[src/rtl/pg_carry_lookahead_pipe.sv]
// Two-stage speculative carry-lookahead over per-block group p/g.
// Optional error detection: define PG_CLA_ERR_DETECT_EN.
module pg_carry_lookahead_pipe #(
  parameter int NBLK = 4,
  parameter int LA   = 2
) (
  input  logic            clk,
  input  logic            rst,
  input  logic            in_valid,
  output logic            in_ready,
  input  logic [NBLK-1:0] in_p,
  input  logic [NBLK-1:0] in_g,
  input  logic            in_cin,
  output logic            out_valid,
  input  logic            out_ready,
  output logic [NBLK:0]   out_carry
`ifdef PG_CLA_ERR_DETECT_EN
  ,
  output logic            out_err,
  output logic [NBLK:0]   out_err_bits
`endif
);

  logic            s1_valid;
  logic [NBLK-1:0] s1_p;
  logic [NBLK-1:0] s1_g;
  logic            s1_cin;
  logic            s1_adv;
  logic            in_fire;
  logic [NBLK:0]   c_apx;
  logic [NBLK:0]   c_ext;

  assign s1_adv   = s1_valid && (!out_valid || out_ready);
  assign in_ready = !s1_valid || s1_adv;
  assign in_fire  = in_valid && in_ready;

  always_ff @(posedge clk) begin
    if (rst) begin
      s1_valid <= 1'b0;
      s1_p     <= '0;
      s1_g     <= '0;
      s1_cin   <= 1'b0;
    end else if (in_fire) begin
      s1_valid <= 1'b1;
      s1_p     <= in_p;
      s1_g     <= in_g;
      s1_cin   <= in_cin;
    end else if (s1_adv) begin
      s1_valid <= 1'b0;
    end
  end

  // Beyond the window, ripple from an assumed-zero carry at block i-LA.
  always_comb begin
    logic w;
    w        = 1'b0;
    c_ext    = '0;
    c_apx    = '0;
    c_ext[0] = s1_cin;
    c_apx[0] = s1_cin;
    for (int i = 1; i <= NBLK; i++) begin
      c_ext[i] = s1_g[i-1] | (s1_p[i-1] & c_ext[i-1]);
      w = 1'b0;
      for (int j = 0; j < NBLK; j++) begin
        if (j >= i - LA && j < i)
          w = s1_g[j] | (s1_p[j] & w);
      end
      c_apx[i] = (i <= LA) ? c_ext[i] : w;
    end
  end

  always_ff @(posedge clk) begin
    if (rst) begin
      out_valid    <= 1'b0;
      out_carry    <= '0;
`ifdef PG_CLA_ERR_DETECT_EN
      out_err      <= 1'b0;
      out_err_bits <= '0;
`endif
    end else if (s1_adv) begin
      out_valid    <= 1'b1;
      out_carry    <= c_apx;
`ifdef PG_CLA_ERR_DETECT_EN
      out_err      <= |(c_apx ^ c_ext);
      out_err_bits <= c_apx ^ c_ext;
`endif
    end else if (out_ready) begin
      out_valid    <= 1'b0;
    end
  end

endmodule

[config.mk]
export PLATFORM = sky130hd
export DESIGN_NAME = pg_carry_lookahead_pipe
export DESIGN_NICKNAME = d
export VERILOG_FILES = /design/src/rtl/pg_carry_lookahead_pipe.sv
export SDC_FILE = /design/constraint.sdc
export NUM_CORES = 1
export LEC_CHECK = 0
export ABC_CLOCK_PERIOD_IN_PS = 860
export BUFFER_PORTS_ARGS = -buffer_cell sky130_fd_sc_hd__buf_2
export CORE_MARGIN = 3
export CORE_UTILIZATION = 47
export CTS_BUF_LIST = sky130_fd_sc_hd__clkbuf_4
export CTS_CLUSTER_DIAMETER = 40
export DETAILED_ROUTE_END_ITERATION = 8
export HOLD_SLACK_MARGIN = 0.06
export PLACE_DENSITY = 0.85
export SLEW_MARGIN = 20
export SYNTH_ARGS = -nofsm -noshare
export SYNTH_HDL_FRONTEND = slang
export SYNTH_SLANG_ARGS = --single-unit
[constraint.sdc]
create_clock -name clk -period 0.86 [get_ports clk]
set_input_delay 0.215 -clock clk [delete_from_list [all_inputs] [get_ports clk]]
set_output_delay 0.215 -clock clk [all_outputs]
set_load 0.02 [all_outputs]
==> impl_results.md <==
* Outcome: complete, but fails checks
* Failing checks: negative setup slack
* Pwr Density at approximately 1500 nW/um2
* Final WS setup at -0.3399 ns
* Synthesized Nets at between 80 and 90
* Post-Syn Area at 700.7 um2
* Critical path peak fanout at 2
* Worst endpoint required time at around 0.64 ns
* CTS Buf Count at 3
* Crit path buf inv count at 1
* Part of the power in registers at 0.516
* Design Area, Final at around 1100 um2
* Final Skew at 0.01112 ns
* Diode count at 0
* Final setup viols at 23
* Worst path cell trace: nor2b_4 -> nand2_2 -> buf_6
* CTS tree: built
* Clock Sinks at 16
* H-tree depth at 1
* Crit path kind: flip-flop to output pin
* R2R depth at 5
* Top-area cell type share of the netlist area at 0.4571
* Psw at about 0.41 mW
* Fin util at 0.7970
* Initial Utilization at 0.5190
* Critical path launch point type: flip-flop
* Post-Route Setup TNS at -4.975 ns
* Bufs on Longest Clock Path at 2
* Die ar. at roughly 2000 um2
* Power share of the clock group at 0.274
* Relative slew slack at 0.8293
* Pre-CTS WS at -0.1710 ns
* RSZ-0062 raised after global routing: yes
* Chip height at 44.61 um
* Cell Area, Placed at ~860 um2
* Yosys cell types at 18
* Critical Path Stages at 3
* Drt drc at 0
* CP delay by family, top: flip-flops
* Worst setup path endpoint: in_ready
* FF+latch count, synth at 16
* Initial antenna violation count at 0
* Number of max-cap violations at 0
* Fin. max-slew vios at 0
* # rows at 13
* Top cells by area, synth: dfxtp_1 (46%), nand2b_1 (16%), mux2i_1 (13%)
* Pleak at approximately 0.46 nW
* Largest net degree at the start of global routing at 26
* I/O Buffers at 19
* Register area share after synthesis at 0.4571
* Vias per cell at ~5.1
* R2R Setup Slk at -0.31 ns
* Int Power at 1.185 mW
* Yosys top cell by area: dfxtp_1
* First-pass GRT wire length at roughly 2.4 mm
* Synth Warn # at 0
* Die Width at between 40 and 50 um
* Hold Fails Final Rpt at 0
* Worst slew pin tran at approximately 0.26 ns
* Post-synthesis cell count at 72
* CP Capture Type: output pin
* DR WL/cell at about 14 um
* Final net count at approximately 120
* Switching Fraction at 0.2585
* Drt first pass iters at 3
* Worst VDD drop at 978.3 uV
* CP max stage cell: dfxtp_4
* CTS Root Cell: clkbuf_4
* GRT overflow at 0
* Synthesized area per cell at roughly 10 um2
* Worst setup path startpoint: out_valid
* Post-DP HPWL at roughly 900 um
* Tmin final at approximately 1.2 ns
* Via count at approximately 600
* Drt initial violations at 16
* Area growth syn-to-layout at 53.57%
* Reg-to-Reg End: s1_p[0]
* Total core area at around 1400 um2
* Vias in the first global route at roughly 590
* Critical Path Max Stage Delay at 0.36 ns
* IO Count at 20
* Worst hold path class: primary input to flip-flop
* RR Startpoint: out_valid
* Gpl congestion at about 0.77
* F_max at roughly 0.83 GHz
* CP arrival at between 0.9 and 1 ns
* Final Cycle Share at 1.395
* Clk slew on worst S/H paths at 0.10 ns
* Combinational Power Share at 0.209
* Post-Route WL at 1.624 mm
* Share of layout cells above drive strength 1 at 0.5825
* Antenna Nets Post-Route at 0
* Clock Latency Late Sink at approximately 0.28 ns
* GRT Total Usage at 0.1610
-- metal layers --
metal  global-route usage  wire [um]  vias to the layer above
met2               0.2722        767                       21
li1                     -          -                      306
met1               0.2060        768                      269
met4              0.03614         14                        0
met5                    0          0                        -
met3              0.03659         73                        2
-- worst register-to-register path, cell delays in order, from the launching register on --
cell	delay [ns]
dfxtp_4	0.35
nor2b_4	0.13
buf_6	0.12
a21boi_4	0.15
buf_12	0.15
mux2i_1	0.20
-- registers in the layout, indices dropped and copies added, names as in the netlist --
register and flops:
s1_cin 1, out_valid 1, s1_p 4, s1_valid 1
out_carry 5, s1_g 4
-- placed cells by master, fill, tap and decap left out, drive strengths merged --
cell type / netlist / routed
or2b: 1 / 1
nor2b: 1 / 1
nand2b: 18 / 18
clkbuf: 2 / 4
a21boi: 1 / 1
o21ai: 1 / 1
a21oi: 10 / 10
buf: 2 / 31
dfxtp: 16 / 16
nor2: 2 / 2
nand3: 1 / 1
a21o: 1 / 1
nor3: 2 / 2
mux2i: 9 / 9
inv: 1 / 1
a211oi: 3 / 3
nand2: 1 / 1
-- final cells by class --
class | instances | area, um2
well taps | 15 | 18.77
repair buffers | 31 | 261.5
flip-flops and latches | 16 | 331.6
inverters | 1 | 3.754
clock buffers | 4 | 30.03
fillers | 80 | 274.0
multi-input cells | 51 | 430.4
-- logic make-up after synthesis --
| kind of cell | after synthesis | synth area share |
|---|---|---|
| AOI/OAI and AO/OA | 16 | 0.1375 |
| and+or+nand+nor | 26 | 0.2339 |
| muxes | 9 | 0.1286 |
| DFF | 16 | 0.4571 |
| buffers and inverters | 5 | 0.04286 |
-- what timing repair did --
action / 4_1_cts / 5_1_grt
setup buffers: 4 / 2
setup endpoints to repair: 22 / 23
hold buffers: 0 / 0
pin swaps: 7 / 5
gates resized for setup: 29 / 12
hold endpoints to repair: 0 / 0
-- through the flow --
step / hold slack (ns) / total power [mW] / std cells
after floorplan: 0.3324 / 0.9742 / 72
after global placement: 0.4363 / 1.064 / 108
after detailed placement: 0.4480 / 1.071 / 108
after CTS: 0.1544 / 1.565 / 116
after global routing: 0.2054 / 1.671 / 118
final: 0.1859 / 1.598 / 118
-- synthesized netlist by cell type, drive strengths merged --
cell     n
nor3     2
buf      2
a211oi   3
nor2     2
dfxtp   16
nand2    1
nand3    1
a21oi   10
mux2i    9
o21ai    1
clkbuf   2
a21boi   1
inv      1
nor2b    1
or2b     1
a21o     1
nand2b  18
-- how the worst min path moves through the flow --
stage | start | endpoint | slack, ns | cells past startpoint
3_5_place_dp | in_valid | s1_valid | 0.45 | 3
4_1_cts | in_valid | s1_valid | 0.15 | 3
3_3_place_gp | in_valid | s1_valid | 0.44 | 3
5_1_grt | in_p[1] | s1_p[1] | 0.21 | 3
6_report | in_valid | s1_valid | 0.19 | 3
2_1_floorplan | in_valid | s1_valid | 0.33 | 2
-- power groups by stage --
stage / Sequential [mW] / Combinational (mW) / Clock (mW)
after floorplan: 0.845 / 0.129 / 0
after global placement: 0.829 / 0.234 / 0
after detailed placement: 0.831 / 0.240 / 0
after CTS: 0.822 / 0.294 / 0.449
after global routing: 0.830 / 0.360 / 0.480
final: 0.825 / 0.335 / 0.438
(Power assumes the default switching activity.)
